## config.mk

```make
export PLATFORM = sky130hd
export DESIGN_NAME = alu_ctrl_seq
export DESIGN_NICKNAME = d
export VERILOG_FILES = /design/src/rtl/alu_ctrl_pkg.sv /design/src/rtl/alu_ctrl_decode.sv /design/src/rtl/alu_ctrl_seq.sv
export SDC_FILE = /design/constraint.sdc
export NUM_CORES = 1
export LEC_CHECK = 0
export BUFFER_PORTS_ARGS = -buffer_cell sky130_fd_sc_hd__buf_4
export CAP_MARGIN = 15
export CORE_MARGIN = 2
export CORE_UTILIZATION = 35
export DETAILED_ROUTE_END_ITERATION = 8
export PLACE_DENSITY = 0.54
export SLEW_MARGIN = 15
export SYNTH_ARGS = -nofsm -noshare
export SYNTH_HDL_FRONTEND = slang
export SYNTH_HIERARCHICAL = 1
export SYNTH_SLANG_ARGS = --single-unit
export TNS_END_PERCENT = 30
```

## constraint.sdc

```tcl
create_clock -name i_clk -period 4.4 [get_ports i_clk]
set_input_delay 0.66 -clock i_clk [delete_from_list [all_inputs] [get_ports i_clk]]
set_output_delay 0.66 -clock i_clk [all_outputs]
set_load 0.05 [all_outputs]
```

## src/rtl/alu_ctrl_pkg.sv

```systemverilog
// ----------------------------------------------------------------------------
// alu_ctrl_pkg
// Shared constants and types for the second-generation ALU control block:
// instruction opcode and funct7 encodings, main-decoder ALU class codes,
// ALU operation codes, the latency-class enum and the sequencer state enum.
// ----------------------------------------------------------------------------
package alu_ctrl_pkg;

    // Native width of the operation code; the top zero-extends to OP_W.
    localparam int ALU_OP_W = 5;

    // Instruction opcodes handled by the funct decode.
    localparam logic [6:0] OPC_R_TYPE = 7'b0110011;
    localparam logic [6:0] OPC_I_TYPE = 7'b0010011;

    // funct7 encodings.
    localparam logic [6:0] F7_BASE   = 7'h00;
    localparam logic [6:0] F7_ALT    = 7'h20;
    localparam logic [6:0] F7_MULDIV = 7'h01;

    // Main-decoder ALU classes (i_aluop). 5..7 are reserved.
    localparam logic [2:0] ALUOP_ADD   = 3'd0;
    localparam logic [2:0] ALUOP_SUB   = 3'd1;
    localparam logic [2:0] ALUOP_FUNCT = 3'd2;
    localparam logic [2:0] ALUOP_LUI   = 3'd3;
    localparam logic [2:0] ALUOP_SLTU  = 3'd4;

    // ALU operation codes.
    localparam logic [ALU_OP_W-1:0] OP_ADD    = 5'h00;
    localparam logic [ALU_OP_W-1:0] OP_SUB    = 5'h01;
    localparam logic [ALU_OP_W-1:0] OP_MUL    = 5'h02;
    localparam logic [ALU_OP_W-1:0] OP_SLL    = 5'h03;
    localparam logic [ALU_OP_W-1:0] OP_SLT    = 5'h04;
    localparam logic [ALU_OP_W-1:0] OP_XOR    = 5'h05;
    localparam logic [ALU_OP_W-1:0] OP_SRL    = 5'h06;
    localparam logic [ALU_OP_W-1:0] OP_OR     = 5'h07;
    localparam logic [ALU_OP_W-1:0] OP_AND    = 5'h08;
    localparam logic [ALU_OP_W-1:0] OP_SLLI   = 5'h09;
    localparam logic [ALU_OP_W-1:0] OP_SRLI   = 5'h0A;
    localparam logic [ALU_OP_W-1:0] OP_SRA    = 5'h0B;
    localparam logic [ALU_OP_W-1:0] OP_SRAI   = 5'h0C;
    localparam logic [ALU_OP_W-1:0] OP_SLTU   = 5'h0D;
    localparam logic [ALU_OP_W-1:0] OP_PASS_B = 5'h0E;
    localparam logic [ALU_OP_W-1:0] OP_MULH   = 5'h10;
    localparam logic [ALU_OP_W-1:0] OP_MULHSU = 5'h11;
    localparam logic [ALU_OP_W-1:0] OP_MULHU  = 5'h12;
    localparam logic [ALU_OP_W-1:0] OP_DIV    = 5'h13;
    localparam logic [ALU_OP_W-1:0] OP_DIVU   = 5'h14;
    localparam logic [ALU_OP_W-1:0] OP_REM    = 5'h15;
    localparam logic [ALU_OP_W-1:0] OP_REMU   = 5'h16;

    // Which latency parameter applies to a decoded operation.
    typedef enum logic [1:0] {
        LAT_SINGLE,
        LAT_MUL,
        LAT_DIV
    } lat_class_e;

    // Handshake sequencer states.
    typedef enum logic [1:0] {
        ST_IDLE,
        ST_EXEC,
        ST_HOLD
    } state_e;

endpackage

```

## src/rtl/alu_ctrl_decode.sv

```systemverilog
// ----------------------------------------------------------------------------
// alu_ctrl_decode
// Purely combinational decode of the main-decoder ALU class and the
// instruction fields into an ALU operation code, an illegal flag and a
// latency class. Illegal encodings always yield ADD with single latency.
//
// Ports:
//   aluop_i   [2:0]  main-decoder ALU class
//   opcode_i  [6:0]  instruction opcode
//   funct7_i  [6:0]  instruction funct7
//   funct3_i  [2:0]  instruction funct3
//   op_o      [4:0]  decoded ALU operation
//   illegal_o        encoding not supported
//   lat_o            latency class of op_o
// ----------------------------------------------------------------------------
module alu_ctrl_decode
    import alu_ctrl_pkg::*;
#(
    parameter int M_EXT = 1
) (
    input  logic [2:0]          aluop_i,
    input  logic [6:0]          opcode_i,
    input  logic [6:0]          funct7_i,
    input  logic [2:0]          funct3_i,
    output logic [ALU_OP_W-1:0] op_o,
    output logic                illegal_o,
    output lat_class_e          lat_o
);

    // NOTE: every output gets a default before the case tree, so no path
    // can leave one unassigned and infer a latch.
    always_comb begin
        op_o      = OP_ADD;
        illegal_o = 1'b0;
        lat_o     = LAT_SINGLE;

        case (aluop_i)
            ALUOP_ADD:  op_o = OP_ADD;
            ALUOP_SUB:  op_o = OP_SUB;
            ALUOP_LUI:  op_o = OP_PASS_B;
            ALUOP_SLTU: op_o = OP_SLTU;
            ALUOP_FUNCT: begin
                if (opcode_i == OPC_R_TYPE) begin
                    if (funct7_i == F7_BASE) begin
                        case (funct3_i)
                            3'd0: op_o = OP_ADD;
                            3'd1: op_o = OP_SLL;
                            3'd2: op_o = OP_SLT;
                            3'd3: op_o = OP_SLTU;
                            3'd4: op_o = OP_XOR;
                            3'd5: op_o = OP_SRL;
                            3'd6: op_o = OP_OR;
                            3'd7: op_o = OP_AND;
                        endcase
                    end else if (funct7_i == F7_ALT) begin
                        if (funct3_i == 3'd0)      op_o = OP_SUB;
                        else if (funct3_i == 3'd5) op_o = OP_SRA;
                        else                       illegal_o = 1'b1;
                    end else if (funct7_i == F7_MULDIV && M_EXT != 0) begin
                        case (funct3_i)
                            3'd0: op_o = OP_MUL;
                            3'd1: op_o = OP_MULH;
                            3'd2: op_o = OP_MULHSU;
                            3'd3: op_o = OP_MULHU;
                            3'd4: op_o = OP_DIV;
                            3'd5: op_o = OP_DIVU;
                            3'd6: op_o = OP_REM;
                            3'd7: op_o = OP_REMU;
                        endcase
                        // funct3[2] separates the divide group from multiply.
                        lat_o = funct3_i[2] ? LAT_DIV : LAT_MUL;
                    end else begin
                        illegal_o = 1'b1;
                    end
                end else if (opcode_i == OPC_I_TYPE) begin
                    case (funct3_i)
                        3'd0: op_o = OP_ADD;
                        3'd2: op_o = OP_SLT;
                        3'd3: op_o = OP_SLTU;
                        3'd4: op_o = OP_XOR;
                        3'd6: op_o = OP_OR;
                        3'd7: op_o = OP_AND;
                        3'd1: begin
                            if (funct7_i == F7_BASE) op_o = OP_SLLI;
                            else                     illegal_o = 1'b1;
                        end
                        3'd5: begin
                            if (funct7_i == F7_BASE)     op_o = OP_SRLI;
                            else if (funct7_i == F7_ALT) op_o = OP_SRAI;
                            else                         illegal_o = 1'b1;
                        end
                    endcase
                end else begin
                    illegal_o = 1'b1;
                end
            end
            default: illegal_o = 1'b1;
        endcase

        // Illegal encodings collapse to a single-cycle ADD.
        if (illegal_o) begin
            op_o  = OP_ADD;
            lat_o = LAT_SINGLE;
        end
    end

endmodule

```

## src/rtl/alu_ctrl_seq.sv

```systemverilog
// ----------------------------------------------------------------------------
// alu_ctrl_seq
// ALU control between the main decoder and the execute stage. Decodes the
// ALU class and instruction fields, registers the operation behind a
// valid/ready handshake and holds multi-cycle operations (multiply/divide)
// in EXEC for their latency, raising o_busy for the hazard unit.
//
// Ports:
//   i_clk, i_rst          clock, synchronous active-high reset
//   i_flush               kill the in-flight operation
//   i_valid / o_ready     input handshake (decode fields valid / can accept)
//   i_opcode, i_funct7,
//   i_funct3, i_aluop     decode fields, sampled only on accept
//   o_valid / i_ready     output handshake towards execute
//   o_alu_operation       registered operation code (OP_W bits)
//   o_illegal             registered: encoding not supported
//   o_busy                multi-cycle operation in progress
// ----------------------------------------------------------------------------
module alu_ctrl_seq
    import alu_ctrl_pkg::*;
#(
    parameter int OP_W    = 5,
    parameter int M_EXT   = 1,
    parameter int MUL_LAT = 2,
    parameter int DIV_LAT = 33
) (
    input  logic            i_clk,
    input  logic            i_rst,
    input  logic            i_flush,
    input  logic            i_valid,
    output logic            o_ready,
    input  logic [6:0]      i_opcode,
    input  logic [6:0]      i_funct7,
    input  logic [2:0]      i_funct3,
    input  logic [2:0]      i_aluop,
    output logic            o_valid,
    input  logic            i_ready,
    output logic [OP_W-1:0] o_alu_operation,
    output logic            o_illegal,
    output logic            o_busy
);

    localparam int MAX_LAT = (MUL_LAT > DIV_LAT) ? MUL_LAT : DIV_LAT;
    localparam int CNT_W   = $clog2(MAX_LAT + 1);

    logic [ALU_OP_W-1:0] dec_op;
    logic                dec_illegal;
    lat_class_e          dec_lat_class;
    logic [CNT_W-1:0]    dec_lat;

    state_e              state_q, state_d;
    logic [CNT_W-1:0]    cnt_q, cnt_d;
    logic [OP_W-1:0]     op_q, op_d;
    logic                illegal_q, illegal_d;
    logic                accept;

    alu_ctrl_decode #(
        .M_EXT (M_EXT)
    ) u_decode (
        .aluop_i   (i_aluop),
        .opcode_i  (i_opcode),
        .funct7_i  (i_funct7),
        .funct3_i  (i_funct3),
        .op_o      (dec_op),
        .illegal_o (dec_illegal),
        .lat_o     (dec_lat_class)
    );

    always_comb begin
        dec_lat = CNT_W'(1);
        case (dec_lat_class)
            LAT_MUL: dec_lat = CNT_W'(MUL_LAT);
            LAT_DIV: dec_lat = CNT_W'(DIV_LAT);
            default: dec_lat = CNT_W'(1);
        endcase
    end

    // A HOLD slot frees up in the same cycle execute takes it, which gives
    // back-to-back single-cycle throughput.
    assign o_ready = !i_flush &&
                     ((state_q == ST_IDLE) || (state_q == ST_HOLD && i_ready));
    assign accept  = i_valid && o_ready;

    always_comb begin
        state_d   = state_q;
        cnt_d     = cnt_q;
        op_d      = op_q;
        illegal_d = illegal_q;

        if (i_flush) begin
            // Flush beats completion; the operation code is left as is.
            state_d = ST_IDLE;
            cnt_d   = '0;
        end else begin
            case (state_q)
                ST_EXEC: begin
                    if (cnt_q == CNT_W'(1)) begin
                        state_d = ST_HOLD;
                        cnt_d   = '0;
                    end else begin
                        cnt_d = cnt_q - CNT_W'(1);
                    end
                end
                ST_HOLD: begin
                    if (i_ready) state_d = ST_IDLE;
                end
                default: ;
            endcase

            if (accept) begin
                op_d      = OP_W'(dec_op);
                illegal_d = dec_illegal;
                if (dec_lat == CNT_W'(1)) begin
                    state_d = ST_HOLD;
                    cnt_d   = '0;
                end else begin
                    // Counter reaches 1 on the edge before the result is due.
                    state_d = ST_EXEC;
                    cnt_d   = dec_lat - CNT_W'(1);
                end
            end
        end
    end

    // NOTE: state registers use non-blocking assignments so every flop
    // samples the pre-edge value of its peers.
    always_ff @(posedge i_clk) begin
        if (i_rst) begin
            state_q   <= ST_IDLE;
            cnt_q     <= '0;
            op_q      <= '0;
            illegal_q <= 1'b0;
        end else begin
            state_q   <= state_d;
            cnt_q     <= cnt_d;
            op_q      <= op_d;
            illegal_q <= illegal_d;
        end
    end

    assign o_valid         = (state_q == ST_HOLD);
    assign o_busy          = (state_q == ST_EXEC);
    assign o_alu_operation = op_q;
    assign o_illegal       = illegal_q;

endmodule
```

==> run summary, run 1 <==
The flow ran to the end, and the final reports show no timing, DRC or antenna violations. From synthesis to final layout, the design area changed by 21.8%. The headroom to the max-slew limit came out at a little under three quarters. The post-synthesis net count came out at between 200 and 250. The effective utilization at floorplan is a little over a third. The number of violations reported at the end of detailed-routing iteration 0 is 56.

The final hold violation count is 0. The analysis attributes to net switching a power of approximately 0.11 mW. The via count of the first global-routing pass is 1396. The switching share of total power is about 30%. The antenna cell count came out at 0. The unique cell type count in the Yosys netlist came out at 59. In this run the standard cell core region covers approximately 4000 sq um. The aggregate routed wire length came out at about 3900 um. The initial antenna violation count came out at 0. The worst setup path is captured at a flip-flop. The number of synthesized flops with an enable pin came out at 0. The root buffer cell chosen for the clock tree is sky130_fd_sc_hd__clkbuf_8. The cell area that synthesis handed to floorplanning was 1460 sq um. The pre-antenna-repair detailed-routing pass consisted of 4 iterations. The sum of internal, switching and leakage power is roughly 0.36 mW. The maximum VDD drop came out at between 0.1 and 0.15 mV. The largest net degree at the start of global routing came out at 16. The final worst setup slack came out at 1.31 ns.

In the final design database the tool counted 260 nets. In this run the critical register-to-register path is launched from state_q[0]. In this run the number of H-tree levels came out at 1. The CTS sink count is 14. The arrival time reported for the critical path endpoint is 3.26 ns. The proportion of register bits with asynchronous set or reset after synthesis is 0%. The power density relative to cell area came out at just over 200 nW/um^2.

The I/O pin count came out at 34. Prior to clock tree synthesis, the placed netlist has a worst setup slack of 1.06 ns. The final-report setup violation count came out at 0. The count of nets left with antenna violations after detail routing is 0.

The fraction of power consumed by combinational cells is between 20% and 30%. The total internal power came out at 0.251 mW. The register area came out at around 280 sq um. The part of the Yosys area used for sequential elements is around a fifth.

The global-route wire length before repair is between 6000 and 7000 um. In this run the worst path has a maximum fanout of 8. The final weighted congestion in routability-driven placement came out at 0.867. The fraction of the core area covered by cells at the end of the flow is between 40% and 50%.

In this run the worst hold path is classified as reg -> reg. The number of placement rows came out at 23. The clock edge transition at the registers on the reported setup and hold paths came out at ~0.060 ns. The overall track demand over capacity in global routing came out at between 10% and 20%. The share of power burned in registers came out at 36.6%. In the final routed layout, each cell accounts on average for between 10 and 15 um. The detailed placement HPWL came out at about 3100 um. The maximum operating frequency is 0.323 GHz.

For the finished layout, the period the worst path requires is ~3.1 ns. Setup repair after global routing left no endpoint under its margin. The number of fillers in the final layout is roughly 420. The die boundary height came out at between 60 and 70 um.

The area used by multi-input combinational logic came out at ~1100 sq um. In the routed design, unresolved DRC markers number 0. Along the worst hold path, the cell count comes to 2. The number of buffers between clock root and the deepest sink came out at 2. TritonCTS built the clock tree.

The port buffer count came out at 33. The number of clock buffers added by TritonCTS is 3. STA classifies the critical path startpoint as an input port. In this run, post-CTS hold repair placed 0 buffers.

The share of the clock period used by the worst path came out at 70.3%. The number of instances in the synthesized netlist is about 190. The worst hold path begins at o_illegal.

The total negative setup slack came out at 0 ns. The share of cells above drive strength 1 came out at 23.2%. The number of gates resized after CTS came out at 0. Using the TritonRoute via totals, the vias-per-cell ratio works out to 5.62.

The synthesized design contains 14 register bits. In this run the register-to-register setup slack is 2.72 ns. The actual slew at the worst max-slew pin is approximately 0.42 ns. The die is between 60 and 70 um wide. For this run, the leading register cell type out of synthesis is sky130_fd_sc_hd__dfxtp_1. STA puts the critical path data required time at roughly 4.6 ns. During synthesis, Yosys emitted a total of 6 warnings. The logic depth of the worst register-to-register path came out at 6. The number of buffers inserted to repair setup after CTS came out at 0.

The number of pins exceeding their max-slew limit in the final report came out at 0. The clock share of power is a little over a third. The worst hold path terminates at o_illegal.

The setup path with the least slack is of type in -> reg. The count of vias placed by the detailed router is 1517. The post-synthesis average cell area is around 7.6 sq um.

The setup clock skew after layout came out at ~0.0035 ns. The max-cap check violation count came out at 0. In this run the static leakage power is approximately 0.67 nW. The global route total overflow is 0. Clock latency on the worst-skew pair, taken at its later pin, is between 0.2 and 0.3 ns. In this run the critical register-to-register path is captured at cnt_q[3].

The die footprint is about 4700 sq um.
## placed cells by master (no fill, tap or decap), types with 2 or more instances in the layout
| cell | Yosys | layout |
|---|---|---|
| sky130_fd_sc_hd__a211oi_1 | 7 | 7 |
| sky130_fd_sc_hd__nor2_1 | 15 | 15 |
| sky130_fd_sc_hd__nor3_1 | 2 | 2 |
| sky130_fd_sc_hd__o211ai_1 | 3 | 3 |
| sky130_fd_sc_hd__a311oi_1 | 3 | 3 |
| sky130_fd_sc_hd__nand2_1 | 22 | 22 |
| sky130_fd_sc_hd__nand2b_1 | 4 | 4 |
| sky130_fd_sc_hd__a31oi_1 | 3 | 3 |
| sky130_fd_sc_hd__buf_4 | 2 | 33 |
| sky130_fd_sc_hd__or3_1 | 2 | 2 |
| sky130_fd_sc_hd__nor3_4 | 2 | 2 |
| sky130_fd_sc_hd__o21ai_1 | 2 | 2 |
| sky130_fd_sc_hd__nor3_2 | 2 | 2 |
| sky130_fd_sc_hd__mux2i_1 | 3 | 3 |
| sky130_fd_sc_hd__dfxtp_1 | 14 | 14 |
| sky130_fd_sc_hd__o22ai_1 | 5 | 5 |
| sky130_fd_sc_hd__nor3b_1 | 2 | 2 |
| sky130_fd_sc_hd__ha_1 | 14 | 14 |
| sky130_fd_sc_hd__nand3_1 | 7 | 7 |
| sky130_fd_sc_hd__a22oi_1 | 3 | 3 |
| sky130_fd_sc_hd__o21a_1 | 3 | 3 |
| sky130_fd_sc_hd__nor2b_1 | 3 | 3 |
| sky130_fd_sc_hd__clkbuf_8 | 0 | 4 |
| sky130_fd_sc_hd__inv_1 | 13 | 13 |
| sky130_fd_sc_hd__nand4b_1 | 2 | 2 |
| sky130_fd_sc_hd__a21oi_1 | 16 | 16 |
## power by group through the flow
stage | clock [mW] | combinational (mW) | sequential [mW]
2_1_floorplan | 0 | 0.0581 | 0.140
3_3_place_gp | 0 | 0.0979 | 0.135
3_5_place_dp | 0 | 0.0985 | 0.136
4_1_cts | 0.132 | 0.0992 | 0.133
5_1_grt | 0.140 | 0.109 | 0.133
6_report | 0.130 | 0.0997 | 0.133
## how the worst max path moves through the flow
stage	startpoint	to	depth (start not counted)
2_1_floorplan	i_funct7[3]	cnt_q[3]	11
3_3_place_gp	i_funct7[3]	cnt_q[3]	12
3_5_place_dp	i_funct7[3]	cnt_q[4]	12
4_1_cts	i_funct7[3]	cnt_q[4]	12
5_1_grt	i_funct7[3]	cnt_q[3]	12
6_report	i_funct7[3]	cnt_q[4]	12
## sequential cells by signal, indices dropped and copies added, names as in the netlist
| register | count |
|---|---|
| o_alu_operation | 5 |
| cnt_q | 6 |
| o_illegal | 1 |
| state_q | 2 |
## critical path, cell delays in order
cell                       delay [ns]
sky130_fd_sc_hd__buf_4           0.12
sky130_fd_sc_hd__nor3_4          0.32
sky130_fd_sc_hd__nand4b_1        0.29
sky130_fd_sc_hd__nor2_1          0.16
sky130_fd_sc_hd__nand3_1         0.13
sky130_fd_sc_hd__nor2_1          0.20
sky130_fd_sc_hd__inv_1           0.07
sky130_fd_sc_hd__ha_1            0.33
sky130_fd_sc_hd__or3b_4          0.42
sky130_fd_sc_hd__nor3_4          0.20
sky130_fd_sc_hd__o22ai_1         0.13
sky130_fd_sc_hd__a211oi_1        0.23
## kinds of logic after synthesis
family	count (synthesis)	share of synthesized area (%)
flops	14	19.2
xor+xnor	1	0.601
buf+inv	21	6.61
fa+ha+maj	14	12.0
mux	3	2.06
simple gates	78	31.2
compound gates	60	28.3
## routing by layer
| layer | vias to the layer above | GRT usage, % | share of wire (%) |
|---|---|---|---|
| met5 | - | 0 | 0 |
| met4 | 0 | 2.25 | 0.26 |
| met3 | 2 | 4.06 | 7.5 |
| met2 | 53 | 28.5 | 42 |
| met1 | 698 | 26.3 | 50 |
| li1 | 764 | - | - |
## synthesized netlist by cell type (all sizes together) (5+ instances only)
| cell | n | area, sq um |
|---|---|---|
| a211oi | 7 | 52.6 |
| a21oi | 17 | 88.8 |
| buf | 5 | 36.3 |
| dfxtp | 14 | 280 |
| ha | 14 | 175 |
| inv | 13 | 48.8 |
| nand2 | 23 | 93.8 |
| nand2b | 5 | 33.8 |
| nand3 | 7 | 35.0 |
| nor2 | 16 | 62.6 |
| nor3 | 6 | 62.6 |
| o22ai | 5 | 31.3 |
## per-stage QoR
step | instances | cell area, sq um | hold slack, ns
floorplan | 191 | 1460 | 0.452
global placement | 266 | 1720 | 0.447
detailed placement | 266 | 1720 | 0.450
CTS | 270 | 1780 | 0.459
global route | 270 | 1780 | 0.497
finish | 270 | 1780 | 0.457
## final cells by class
cell class                      instances  area share (%)
Multi-Input combinational cell        156            60.9
Inverter                               13            2.75
Sequential cell                        14            15.8
Clock buffer                            4            3.10
Tap cell                               50            3.52
Timing Repair Buffer                   33            14.0
(Power assumes the default switching activity.)
==> inputs of run 2 (changes only) <==
clock period = 3.2 ns   (was 4.4 ns; I/O delays follow)
==> run 2 against run 1 <==
Global-route usage decreased by 0.89 points. Flip-flop and latch count unchanged. Sequential share of layout area decreased by 0.13 points. Setup slack got worse by 0.82 ns. Critical endpoint is now cnt_q[3]. Largest cell class unchanged. Combinational power increased by 37%. Clock power increased by 36%. Clock-buffer cell count unchanged. Register-to-register slack got worse by 1.2 ns. Critical path type unchanged. Largest power group unchanged. Non-clock buffer count increased by 2. Power increased by 37%. Routed wire length decreased by 1.7%.
==> run summary, run 2 (synthesized netlist as in run 1, its figures left out) <==
The number of buffers between clock root and the deepest sink is 2. The CTS sink count came out at 14. The final hold violation count came out at 0. The actual slew at the worst max-slew pin came out at around 0.40 ns.

The number of placement rows came out at 23. Once detailed placement completed, the half-perimeter wirelength came to 3010 um. The final layout contains between 200 and 300 nets. After floorplanning, the core was sized to cover 4000 sq um. The worst hold path belongs to the class reg -> reg. Dividing the final minimum period by the clock period gives a little over four fifths. The power density relative to cell area came out at about 280 nW/um^2. Measured on the finished design, the core utilization comes to 44.8%. Setup violations remaining at the end of the flow were counted as 0. The setup path with the least slack is of type in -> reg. The library cells used most frequently in the layout, excluding fill and tap cells, are 35 x sky130_fd_sc_hd__buf_4, 22 x sky130_fd_sc_hd__nand2_1, 16 x sky130_fd_sc_hd__a21oi_1. Setup repair after global routing left no endpoint under its margin. STA classifies the critical path startpoint as an input port.

Summed over all layers, the global routing overflow is 0. The I/O pin count came out at 34. The leakage dissipation is 0.676 nW.

The number of buffers inserted for hold repair after clock tree synthesis is 0. The DRC violation count after routing is 0. Once layout is done, the placed cells without fillers occupy about 1800 sq um. The routed design could run at a clock period as short as around 2.7 ns. The flip-flop count of the largest register, all copies and words added came out at 6. The first-pass iteration count of the detailed router came out at 4.

The count of vias placed by the detailed router came out at ~1500. The register area is 280 sq um. The share of cells above drive strength 1 came out at about a quarter.

The aggregate routed wire length came out at ~3800 um. The antenna cell count is 0. The final weighted congestion in routability-driven placement is 0.880.

The clock tree from TritonCTS is built. The arrival time reported for the critical path endpoint is between 2 and 3 ns. STA classifies the critical path endpoint as a flip-flop.

The clock edge transition at the registers on the reported setup and hold paths came out at 0.06 ns. The effective utilization at floorplan is 36.4%. The count of nets left with antenna violations after detail routing is 0. The area growth from synthesis to final layout is 22.8%. The via count of the first global-routing pass is between 1000 and 1500. The cell area reported after detailed placement is about 1700 sq um. The number of fillers in the final layout came out at 410.

The required time at the endpoint of the critical path is about 3.4 ns. The maximum VDD drop is between 0.15 and 0.2 mV. The maximum level of the CTS H-tree is 1. The number of CTS-inserted buffers came out at 3. The worst-case hold slack is between 0.4 and 0.5 ns. The area used by multi-input combinational logic came out at 1080 sq um. Dividing the detail-routed via count by the number of cells gives ~5.5. The tree is rooted in a sky130_fd_sc_hd__clkbuf_8. The total negative setup slack came out at 0 ns. The number of gates resized after CTS came out at 0. The max-cap check violation count came out at 0. In this run, the number of DRC markers left after iteration 0 of detailed routing was 83.

The die boundary height came out at 68.5 um. The delay of the slowest cell on the worst path is about 0.42 ns. The signal on the critical path passes through buf_4 -> nor4bb_1 -> nand4b_1 -> nor2_1 -> nand3_1 -> nor2_1 -> inv_1 -> ha_1 -> or3b_4 -> nor3_4 -> o22ai_1 -> a211oi_1. The most numerous cell type found on the critical path is sky130_fd_sc_hd__nor2_1. The number of pins exceeding their max-slew limit in the final report is 0. The routed length per instance came out at ~14 um.

The die footprint is around 4700 sq um. Ranked by flip-flop count, first place goes to cnt_q. Global routing consumed, over all layers together, 17.4% of the routing resources. The die is between 60 and 70 um wide.

Leaving out fill and tap cells, the most frequent cell in the layout is sky130_fd_sc_hd__buf_4. Entering global routing, the biggest net connects 16 pins. The global-route wire length before repair is between 6000 and 7000 um. The setup slack on the worst flop-to-flop path is approximately 1.5 ns. The flow ran to the end, and the final reports show no timing, DRC or antenna violations. Static timing analysis puts the maximum clock frequency at about 0.37 GHz. The port buffer count is 33.

The number of buffers inserted to repair setup after CTS came out at 0. In this run the tightest slew margin relative to its limit is 73.4%. The largest individual stage delay along the critical path comes from the cell sky130_fd_sc_hd__or3b_4. Of all nets on the critical path, the largest fanout is 5. The setup clock skew after layout is 0.00453 ns.

The initial antenna violation count is 0. At the later pin of the worst-skew pair, clock insertion delay measures ~0.25 ns.
-- run 2: changes by cell type in the layout (fill, tap and decap cells not counted) --
cell,before,now
sky130_fd_sc_hd__buf_4,33,35
-- run 2: final cells by class --
cell class	instances	area share, %
Tap cell	50	3.49
Clock buffer	4	3.07
Inverter	13	2.73
Multi-Input combinational cell	156	60.4
Sequential cell	14	15.7
Timing Repair Buffer	35	14.7
-- run 2: per-layer routing --
metal	track usage, %	wire length, um
met1	25.7	1860
met4	3.00	8
met3	4.06	255
met2	25.7	1680
met5	0	0
-- run 2: final timing paths --
check	start	endpoint	cells past startpoint
worst max-delay path	i_funct7[4]	cnt_q[3]	12
worst min-delay path	o_illegal	o_illegal	2
worst max register to register	state_q[0]	cnt_q[3]	6
worst min register to register	o_illegal	o_illegal	2
-- run 2: critical path, delay by kind of cell --
| kind | cells | cell delay (ns) |
|---|---|---|
| AOI/OAI and AO/OA | 2 | 0.34 |
| buffers and inverters | 2 | 0.20 |
| adders and majority gates | 1 | 0.33 |
| and+or+nand+nor | 7 | 1.54 |
-- run 2: through the flow --
stage                     setup slack [ns]  cells  total power, mW
after detailed placement             0.246    268            0.322
after floorplan                      0.497    191            0.272
after CTS                            0.518    272            0.500
after global placement               0.326    268            0.320
after global routing                 0.320    272            0.524
final                                0.483    272            0.496
-- run 2: where the power goes --
group	switching (mW)	total, mW	internal [mW]
combinational	0.0792	0.137	0.0579
sequential	0.00352	0.182	0.179
clock	0.0675	0.177	0.109
